$ cat src/rtl/left_normalizer_pipe_pkg.sv
// Shared sizing constants for the posit normalizer data path (left and right shifters).
// The data path width is derived from the posit width N.
package left_normalizer_pipe_pkg;

  localparam int N_DEF = 8;

  function automatic int data_width_of(input int n);
    return 10 * n - 24;
  endfunction

  localparam int DATA_WIDTH_DEF = data_width_of(N_DEF);
  localparam int SHIFT_BITS_DEF = 6;
  localparam int MAX_SHIFT_DEF  = 48;

endpackage

$ cat src/rtl/left_normalizer_pipe_leading_zero_counter.sv
// Combinational leading-zero counter: zeros above the most significant one of x_i.
// An all-zero input reports count 0 with zero_o set.
module leading_zero_counter
  import left_normalizer_pipe_pkg::*;
#(
  parameter int DATA_WIDTH = DATA_WIDTH_DEF,
  parameter int SHIFT_BITS = SHIFT_BITS_DEF
) (
  input  logic [DATA_WIDTH-1:0] x_i,
  output logic [SHIFT_BITS-1:0] count_o,
  output logic                  zero_o
);

  // Scanning upward lets the highest set bit win the final assignment.
  always_comb begin
    count_o = '0;
    zero_o  = 1'b1;
    for (int i = 0; i < DATA_WIDTH; i++) begin
      if (x_i[i]) begin
        count_o = SHIFT_BITS'(DATA_WIDTH - 1 - i);
        zero_o  = 1'b0;
      end
    end
  end

endmodule

$ cat src/rtl/left_normalizer_pipe.sv
// Two-stage left normalizer: S1 registers X with its leading-zero count, S2 registers
// the shifted result (shift clamped at MAX_SHIFT) with its zero/saturation flags.
module left_normalizer_pipe
  import left_normalizer_pipe_pkg::*;
#(
  parameter int N          = N_DEF,
  parameter int DATA_WIDTH = data_width_of(N),
  parameter int SHIFT_BITS = SHIFT_BITS_DEF,
  parameter int MAX_SHIFT  = MAX_SHIFT_DEF
) (
  input  logic                  clk,
  input  logic                  rst,
  input  logic                  in_valid,
  output logic                  in_ready,
  input  logic [DATA_WIDTH-1:0] X,
  output logic                  out_valid,
  input  logic                  out_ready,
  output logic [DATA_WIDTH-1:0] R,
  output logic [SHIFT_BITS-1:0] count,
  output logic                  zero,
  output logic                  sat
);

  localparam logic [SHIFT_BITS-1:0] MAX_SHIFT_C = SHIFT_BITS'(MAX_SHIFT);

  // Handshake: a transfer happens on a rising edge when valid and ready are both high;
  // valid never depends on ready, and a stage moves when it is empty or its successor moves.
  logic s1_adv, s2_adv;

  logic                  s1_valid_q, s1_valid_d;
  logic [DATA_WIDTH-1:0] s1_x_q, s1_x_d;
  logic [SHIFT_BITS-1:0] s1_lzc_q, s1_lzc_d;
  logic                  s1_zero_q, s1_zero_d;

  logic                  s2_valid_q, s2_valid_d;
  logic [DATA_WIDTH-1:0] s2_r_q, s2_r_d;
  logic [SHIFT_BITS-1:0] s2_count_q, s2_count_d;
  logic                  s2_zero_q, s2_zero_d;
  logic                  s2_sat_q, s2_sat_d;

  logic [SHIFT_BITS-1:0] lzc_c;
  logic                  lzc_zero_c;
  logic [SHIFT_BITS-1:0] shamt_c;
  logic                  sat_c;
  logic [DATA_WIDTH-1:0] shifted_c;

  leading_zero_counter #(
    .DATA_WIDTH(DATA_WIDTH),
    .SHIFT_BITS(SHIFT_BITS)
  ) u_lzc (
    .x_i    (X),
    .count_o(lzc_c),
    .zero_o (lzc_zero_c)
  );

  assign s2_adv   = !s2_valid_q || out_ready;
  assign s1_adv   = !s1_valid_q || s2_adv;
  assign in_ready = s1_adv;

  // Clamp the shift, then run a log2 barrel: stage k shifts by 2**k, zero-filling the LSBs.
  always_comb begin
    sat_c     = !s1_zero_q && (s1_lzc_q > MAX_SHIFT_C);
    shamt_c   = s1_zero_q ? '0 : (sat_c ? MAX_SHIFT_C : s1_lzc_q);
    shifted_c = s1_x_q;
    for (int k = 0; k < SHIFT_BITS; k++) begin
      if (shamt_c[k]) begin
        shifted_c = shifted_c << (1 << k);
      end
    end
  end

  always_comb begin
    s1_valid_d = s1_valid_q;
    s1_x_d     = s1_x_q;
    s1_lzc_d   = s1_lzc_q;
    s1_zero_d  = s1_zero_q;
    if (s1_adv) begin
      s1_valid_d = in_valid;
      if (in_valid) begin
        s1_x_d    = X;
        s1_lzc_d  = lzc_c;
        s1_zero_d = lzc_zero_c;
      end
    end
  end

  // S2 result fields only change when a new item is loaded, so they hold while stalled.
  always_comb begin
    s2_valid_d = s2_valid_q;
    s2_r_d     = s2_r_q;
    s2_count_d = s2_count_q;
    s2_zero_d  = s2_zero_q;
    s2_sat_d   = s2_sat_q;
    if (s2_adv) begin
      s2_valid_d = s1_valid_q;
      if (s1_valid_q) begin
        s2_r_d     = shifted_c;
        s2_count_d = shamt_c;
        s2_zero_d  = s1_zero_q;
        s2_sat_d   = sat_c;
      end
    end
  end

  always_ff @(posedge clk or posedge rst) begin
    if (rst) begin
      s1_valid_q <= 1'b0;
      s1_x_q     <= '0;
      s1_lzc_q   <= '0;
      s1_zero_q  <= 1'b0;
      s2_valid_q <= 1'b0;
      s2_r_q     <= '0;
      s2_count_q <= '0;
      s2_zero_q  <= 1'b0;
      s2_sat_q   <= 1'b0;
    end else begin
      s1_valid_q <= s1_valid_d;
      s1_x_q     <= s1_x_d;
      s1_lzc_q   <= s1_lzc_d;
      s1_zero_q  <= s1_zero_d;
      s2_valid_q <= s2_valid_d;
      s2_r_q     <= s2_r_d;
      s2_count_q <= s2_count_d;
      s2_zero_q  <= s2_zero_d;
      s2_sat_q   <= s2_sat_d;
    end
  end

  assign out_valid = s2_valid_q;
  assign R         = s2_r_q;
  assign count     = s2_count_q;
  assign zero      = s2_zero_q;
  assign sat       = s2_sat_q;

endmodule

$ cat config.mk
export PLATFORM = sky130hd
export DESIGN_NAME = left_normalizer_pipe
export DESIGN_NICKNAME = d
export VERILOG_FILES = /design/src/rtl/left_normalizer_pipe_pkg.sv /design/src/rtl/left_normalizer_pipe_leading_zero_counter.sv /design/src/rtl/left_normalizer_pipe.sv
export SDC_FILE = /design/constraint.sdc
export NUM_CORES = 1
export LEC_CHECK = 0
export ABC_AREA = 1
export BUFFER_PORTS_ARGS = -buffer_cell sky130_fd_sc_hd__buf_4
export CAP_MARGIN = 10
export CORE_MARGIN = 2
export CORE_UTILIZATION = 35
export DETAILED_ROUTE_END_ITERATION = 12
export GPL_TIMING_DRIVEN = 0
export PLACE_DENSITY = 0.52
export SLEW_MARGIN = 20
export SYNTH_ARGS = -nofsm -noshare
export SYNTH_HDL_FRONTEND = slang
export SYNTH_SLANG_ARGS = --single-unit
export TNS_END_PERCENT = 20
$ cat constraint.sdc
create_clock -name clk -period 3.75 [get_ports clk]
set_input_delay 0.1875 -clock clk [delete_from_list [all_inputs] [get_ports clk]]
set_output_delay 0.1875 -clock clk [all_outputs]
set_load 0.05 [all_outputs]
==> results by group, run 1 <==
Synthesis
  – Post-synth EDFFs: 0
  – Synth Net Count: 1354
  – Async set or reset register ratio after synthesis: 100%
  – Number of synthesized register bits: roughly 130
  – Synthesized area per cell: between 6 and 7 µm²
  – Mapped Cells: 1294
  – Most used DFF post-synth: dfrtp_1
  – Yosys warns: 0
  – Post-synthesis instance area: roughly 8400 µm²
  – Part of the Yosys area used for sequential elements: a little under two fifths
  – Yosys cell types: 30

CTS
  – Post-CTS Setup Inserts: 0
  – CTS tree: built
  – Clock sinks: 129
  – Clk buf depth: 2
  – Clock slew at reported path FFs: ~0.060 ns
  – Clk_lat worst skew: around 0.44 ns
  – Htree depth: 4
  – Number of CTS-inserted buffers: 17
  – CTS root buf: clkbuf_16

Timing
  – RSZ-0062 raised after global routing: false
  – Relative slew slack: approximately 54%
  – Setup Skew: approximately 0.012 ns
  – Worst-margin pin slew: around 0.69 ns
  – Fmax: just under 300 MHz
  – Worst hold slack: 0.0209 ns
  – Final min period: 3.44 ns
  – Final setup margin: about 0.31 ns
  – Final Setup Violations: 0
  – Final Hold Violating Endpoints: 0
  – Max-slew violation count: 0
  – TNS Setup: 0 ns
  – Tcrit/Tclk final: 91.8%

Power
  – Pleak: just over 5 nW
  – VDD IR max: a little under 0.3 mV
  – Power Dens Cells: around 630 nW/µm²

GRT
  – Largest net degree at the start of global routing: between 70 and 80
  – Initial antenna violation count: 0
  – Vias in the first global route: 8691
  – First-pass GRT wire length: about 50000 µm
  – Grt ovf: 0
  – Gr usage total: between 20% and 30%

Floorplan
  – I/O Pins: 126
  – Row count: 56
  – Die Width: roughly 160 µm
  – Core ar.: 23500 µm²
  – Die Ht: about 160 µm
  – Die area: 25400 µm²
  – Initial core utilization: roughly 36%

Routing
  – DR WL met3: 1210 µm
  – Vias: around 8700
  – TritonRoute pass-1 iters: 5
  – Final WL: 31000 µm
  – DRT iter0 DRCs: 548
  – DR WL/cell: 17.5 µm
  – DR top layer: met4
  – Metal-1 WL: roughly 14000 µm
  – Vias per cell: about 5
  – Final ANT Viol Nets: 0
  – # DRC: 0
  – Met2 WL: around 14000 µm

Worst setup path
  – CP Max Fanout: 10
  – CP required: just over 4 ns
  – Worst EP arrival: 3.79 ns
  – Largest stage delay, worst path: 0.35 ns
  – Most used cell, CP: nand2_1
  – WP buf/inv: 6
  – Critical path launch point type: flop
  – Worst Setup End Kind: flop
  – WS Path Type: flop to flop
  – Crit-path leading delay family: buffers and inverters
  – Critical-path cell list: clkbuf_1 -> nor2_4 -> inv_2 -> nor2_1 -> inv_2 -> nand2_1 -> buf_2 -> clkbuf_2 -> buf_2 -> nand2_1 -> o21ai_0 -> nand2_1 -> a31oi_1 -> nor2_1 -> a31oi_2 -> nand2_1 -> o211ai_1
  – Critical-path top delay cell: dfrtp_1

Final layout
  – Diodes inserted: 0
  – Share of cells above drive strength 1: approximately 13%
  – Nets@finish: ~1500
  – Fillcell total: between 2000 and 3000
  – Area grow syn2layout: 23.5%
  – Most frequent cells in the layout: 458 x nand2_1, 164 x o21ai_1, 129 x dfrtp_1, 128 x inv_1, 124 x buf_4
  – Most common cell after layout, fill and taps aside: nand2_1
  – FF/Latch Area: between 3000 and 4000 µm²
  – Multi-input logic area: between 4000 and 5000 µm²

Place
  – IO buf count: ~130
  – Dpl hpwl: 25300 µm
  – DP Worst Slack: -0.0201 ns
  – Final RePlAce weighted congestion: 0.972

Job
  – # Max-Cap Violations: 0

Outcome
  – Outcome: completed

Worst hold path
  – HP Class: input port to flop
[flip-flops by register name, summed over array words and instances (netlist names)]
signal      flops
count           6
out_valid       1
s1_valid_q      1
s1_x_q         56
zero            1
s1_zero_q       1
s1_lzc_q        6
sat             1
R              56
[layout make-up]
type | count | area share (%)
clock buffer | 18 | 4.12
sequential | 129 | 31.0
timing repair buffer | 127 | 9.42
clock inverter | 14 | 1.25
inverter | 152 | 6.61
tap | 319 | 3.83
multi-input combinational | 931 | 40.7
buffer | 81 | 3.05
[report_power, final]
group | total (mW) | internal, mW | switching [mW]
registers | 1.94 | 1.72 | 0.219
logic | 2.97 | 0.859 | 2.11
clock network | 1.63 | 0.920 | 0.709
[per-stage QoR]
stage | cell area [µm²] | total power [mW] | cells | utilization, %
floorplan | 8430 | 3.91 | 1294 | -
global placement | 9770 | 4.91 | 1738 | 41.5
detailed placement | 9810 | 4.92 | 1739 | 41.7
CTS | 10400 | 6.55 | 1773 | 44.1
global route | 10400 | 6.92 | 1771 | 44.2
finish | 10400 | 6.54 | 1771 | 44.2
[per-layer routing]
metal,track usage (%),vias to the layer above
met5,0,-
met4,9.92,0
met3,3.57,53
met2,41.9,227
met1,32.2,3945
li1,-,4498
[worst register-to-register path: stages (launching register included)]
cell and delay [ns]:
dfrtp_1 0.35, clkbuf_1 0.19, nor2_4 0.22, inv_2 0.05
nor2_1 0.11, inv_2 0.05, nand2_1 0.17, buf_2 0.25
clkbuf_2 0.24, buf_2 0.28, nand2_1 0.09, o21ai_0 0.19
nand2_1 0.16, a31oi_1 0.30, nor2_1 0.09, a31oi_2 0.30
nand2_1 0.13, o211ai_1 0.18
[repair_timing]
| item | 4_1_cts | 5_1_grt |
|---|---|---|
| hold buffers | 2 | 0 |
| resized for setup | 2 | 16 |
| endpoints found under the setup margin | 7 | 35 |
| hold endpoints to repair | 56 | 0 |
[path summary, 6_finish.rpt]
check                           cells past startpoint  slack, ns                  start                     end
worst max-delay path                               17       0.31  s1_zero_q$_DFFE_PP0P_       R[46]$_DFFE_PP0P_
worst min-delay path                                4       0.02              out_ready   out_valid$_DFFE_PP0P_
worst max register to register                     17       0.31  s1_zero_q$_DFFE_PP0P_       R[46]$_DFFE_PP0P_
worst min register to register                      2       0.48      R[29]$_DFFE_PP0P_       R[29]$_DFFE_PP0P_
max in group asynchronous                           4       2.74                    rst  s1_x_q[13]$_DFFE_PP0P_
min in group asynchronous                           3       0.31                    rst    count[4]$_DFFE_PP0P_
[cells by family (layout without fill, tap and decap cells)]
group,Yosys count,in the layout,synth area share (%)
buf+inv,234,392,11.8
compound gates,341,341,22.2
flops,129,129,38.3
mux,2,2,0.237
simple gates,588,588,27.5
[cell usage after synthesis, drive strengths merged (2+ instances only)]
master | count | area [µm²]
a31oi | 6 | 37.5
o211ai | 17 | 128
nor4 | 14 | 87.6
nor2 | 57 | 214
dfrtp | 129 | 3230
bufinv | 8 | 140
nand4 | 2 | 12.5
nand2 | 459 | 1720
inv | 144 | 541
o21ai | 271 | 1360
nand3 | 49 | 245
buf | 16 | 65.1
o221ai | 13 | 114
nor3 | 6 | 30.0
clkbuf | 66 | 248
o22ai | 6 | 37.5
mux2i | 2 | 20.0
o311ai | 2 | 17.5
a21oi | 8 | 40.0
o21a | 12 | 90.1
Power figures use the tool's default switching activity.
==> run 2: changes to the inputs <==
- HOLD_SLACK_MARGIN: unset -> 0.08
==> run 2 against run 1 <==
Maximum frequency decreased by 0.29%. Via count increased by 1.6%. Critical path depth decreased by 2. Largest power group unchanged. Highest routed layer unchanged.
==> results by group, run 2 (synthesis gave the netlist of run 1 again) <==
Routing
  – Vias per cell: 4.91 (-0.24%)
  – DR WL/cell: 17.3 µm (-1.3%)
  – DRT iter0 DRCs: 528 (-3.6%)
  – Final WL: 31200 µm (+0.53%)
  – Vias: 8864 (+1.6%)
  – TritonRoute pass-1 iters: 5 (unchanged)
  – Final ANT Viol Nets: 0 (unchanged)
  – # DRC: 0 (unchanged)

Floorplan
  – Row count: 56 (unchanged)
  – Die Ht: 159 µm (unchanged)
  – I/O Pins: 126 (unchanged)
  – Die Width: 159 µm (unchanged)
  – Core ar.: 23500 µm² (unchanged)
  – Initial core utilization: 35.8% (unchanged)
  – Die area: 25400 µm² (unchanged)

Worst setup path
  – CP required: 4.04 ns (-0.06 ns)
  – Critical-path cell list: clkbuf_1 -> nor2_4 -> inv_2 -> nor2_1 -> inv_2 -> nand2_1 -> buf_2 -> buf_1 -> o21ai_0 -> inv_1 -> o21ai_0 -> o21ai_0 -> o21ai_1 -> o21ai_1 -> o211ai_1
  – Critical path startpoint: s1_zero_q$_DFFE_PP0P_
  – Largest stage delay, worst path: 0.41 ns (+0.06 ns)
  – Most used cell, CP: o21ai_0
  – Critical path launch point type: flop
  – CP Max Fanout: 10 (unchanged)
  – Worst Setup End Kind: flop
  – R2R Path Start: s1_zero_q$_DFFE_PP0P_
  – WS Path Type: flop to flop
  – Critical-path top delay cell: buf_1
  – Worst EP arrival: 3.75 ns (-0.04 ns)

Place
  – Final RePlAce weighted congestion: 0.972 (unchanged)
  – DP Area: 9810 µm² (unchanged)
  – Dpl hpwl: 25300 µm (unchanged)
  – IO buf count: 125 (unchanged)

CTS
  – CTS tree: built
  – CTS root buf: clkbuf_16
  – Clock slew at reported path FFs: 0.06 ns (about the same)
  – Clk buf depth: 2 (unchanged)
  – Post-CTS Setup Inserts: 0 (unchanged)
  – Clk_lat worst skew: 0.43 ns (about the same)
  – Number of CTS-inserted buffers: 17 (unchanged)
  – Clock sinks: 129 (unchanged)
  – Htree depth: 4 (unchanged)

GRT
  – Vias in the first global route: 8840 (+1.7%)
  – First-pass GRT wire length: 49800 µm (+1.0%)
  – Grt ovf: 0 (unchanged)
  – Largest net degree at the start of global routing: 75 (unchanged)
  – Initial antenna violation count: 0 (unchanged)
  – Gr usage total: 25.1% (+0.23 points)

Power
  – Power Dens Cells: 610 nW/µm² (-3.0%)
  – Pleak: 5.31 nW (+3.3%)
  – Total power: 6.56 mW (+0.28%)
  – VDD IR max: 0.289 mV (-2.4%)

Final layout
  – Diodes inserted: 0 (unchanged)
  – FF/Latch Area: 3230 µm² (unchanged)
  – Multi-input logic area: 4240 µm² (unchanged)
  – Most common cell after layout, fill and taps aside: nand2_1
  – Final instance area: 10800 µm² (+3.4%)
  – Area grow syn2layout: 27.7%
  – Nets@finish: 1532 (+2.2%)
  – Most frequent cells in the layout: 458 x nand2_1, 164 x o21ai_1, 129 x dfrtp_1, 127 x inv_1, 120 x buf_4
  – Share of cells above drive strength 1: 13.0% (-0.50 points)
  – Fillcell total: 2582 (-1.5%)

Timing
  – Relative slew slack: 53.7% (about the same)
  – Fmax: 290 MHz (-0.29%)
  – Max-slew violation count: 0 (unchanged)
  – RSZ-0062 raised after global routing: false
  – Setup Skew: 0.0112 ns (-0.000485 ns)
  – Final Setup Violations: 0 (unchanged)
  – Worst-margin pin slew: 0.688 ns (+0.0000715 ns)
  – Tcrit/Tclk final: 92.1% (+0.26 points)
  – Final Hold Violating Endpoints: 0 (unchanged)
  – Final min period: 3.45 ns (+0.00990 ns)

Worst hold path
  – HP Class: input port to flop
  – Hold path startpoint: X[26]

Job
  – # Max-Cap Violations: 0 (unchanged)

Outcome
  – Outcome: completed
[run 2: changes by cell type in the layout (fill, tap and decap cells not counted)]
cell | previous run | this run
inv_2 | 15 | 14
dlymetal6s4s_1 | 1 | 5
inv_1 | 128 | 127
inv_4 | 0 | 2
dlygate4sd3_1 | 1 | 34
buf_4 | 124 | 120
[run 2: worst max-delay path, delay by kind of cell, from the launching register on]
family | cells | cell delay, ns
compound gates | 6 | 1.39
buf+inv | 6 | 1.05
simple gates | 3 | 0.50
flops | 1 | 0.35
[run 2: layout make-up]
| type | instances | area share, % |
|---|---|---|
| multi-input cells | 931 | 39.4 |
| flip-flops and latches | 129 | 30.0 |
| repair buffers | 160 | 12.4 |
| inverters | 152 | 6.44 |
| clock buffers | 18 | 3.99 |
| well taps | 319 | 3.71 |
| plain buffers | 81 | 2.95 |
| clock inverters | 14 | 1.21 |
[run 2: timing repair]
item,in CTS,in global routing
gates resized for setup,2,23
hold buffers,39,0
pin swaps,0,3
setup endpoints to repair,7,35
endpoints found under the hold margin,95,0
[run 2: metal layers]
layer / global-route usage [%] / vias to the layer above / part of all wire (%)
met4: 9.92 / 0 / 3.5
met2: 42.8 / 227 / 47
met3: 3.57 / 51 / 3.7
li1: - / 4568 / -
met5: 0 / - / 0
met1: 32.1 / 4018 / 45
[run 2: final timing paths]
| path | slack (ns) | end | cells after the start |
|---|---|---|---|
| worst max-delay path | 0.30 | R[54]$_DFFE_PP0P_ | 15 |
| worst min-delay path | 0.08 | s1_x_q[26]$_DFFE_PP0P_ | 3 |
| worst max register to register | 0.30 | R[54]$_DFFE_PP0P_ | 15 |
| worst min register to register | 0.48 | R[29]$_DFFE_PP0P_ | 2 |
| max in group asynchronous | 2.74 | s1_x_q[13]$_DFFE_PP0P_ | 4 |
| min in group asynchronous | 0.31 | count[4]$_DFFE_PP0P_ | 3 |
[run 2: power by group]
| part | switching [mW] | total [mW] | internal [mW] |
|---|---|---|---|
| sequential | 0.219 | 1.94 | 1.72 |
| combinational | 2.12 | 3.00 | 0.883 |
| clock | 0.698 | 1.62 | 0.920 |
[run 2: through the flow]
step                      utilization [%]  TNS, ns  cells  setup WS, ns  hold WS, ns
final                                45.7        0   1804         0.296       0.0795
after global routing                 45.7        0   1804        0.0345        0.101
after CTS                            45.7        0   1810        0.0140       0.0840
after detailed placement             41.7  -0.0453   1739       -0.0201        0.229
after global placement               41.5  -190.22   1738         -1.50        0.432
after floorplan                         -        0   1294         0.122        0.308
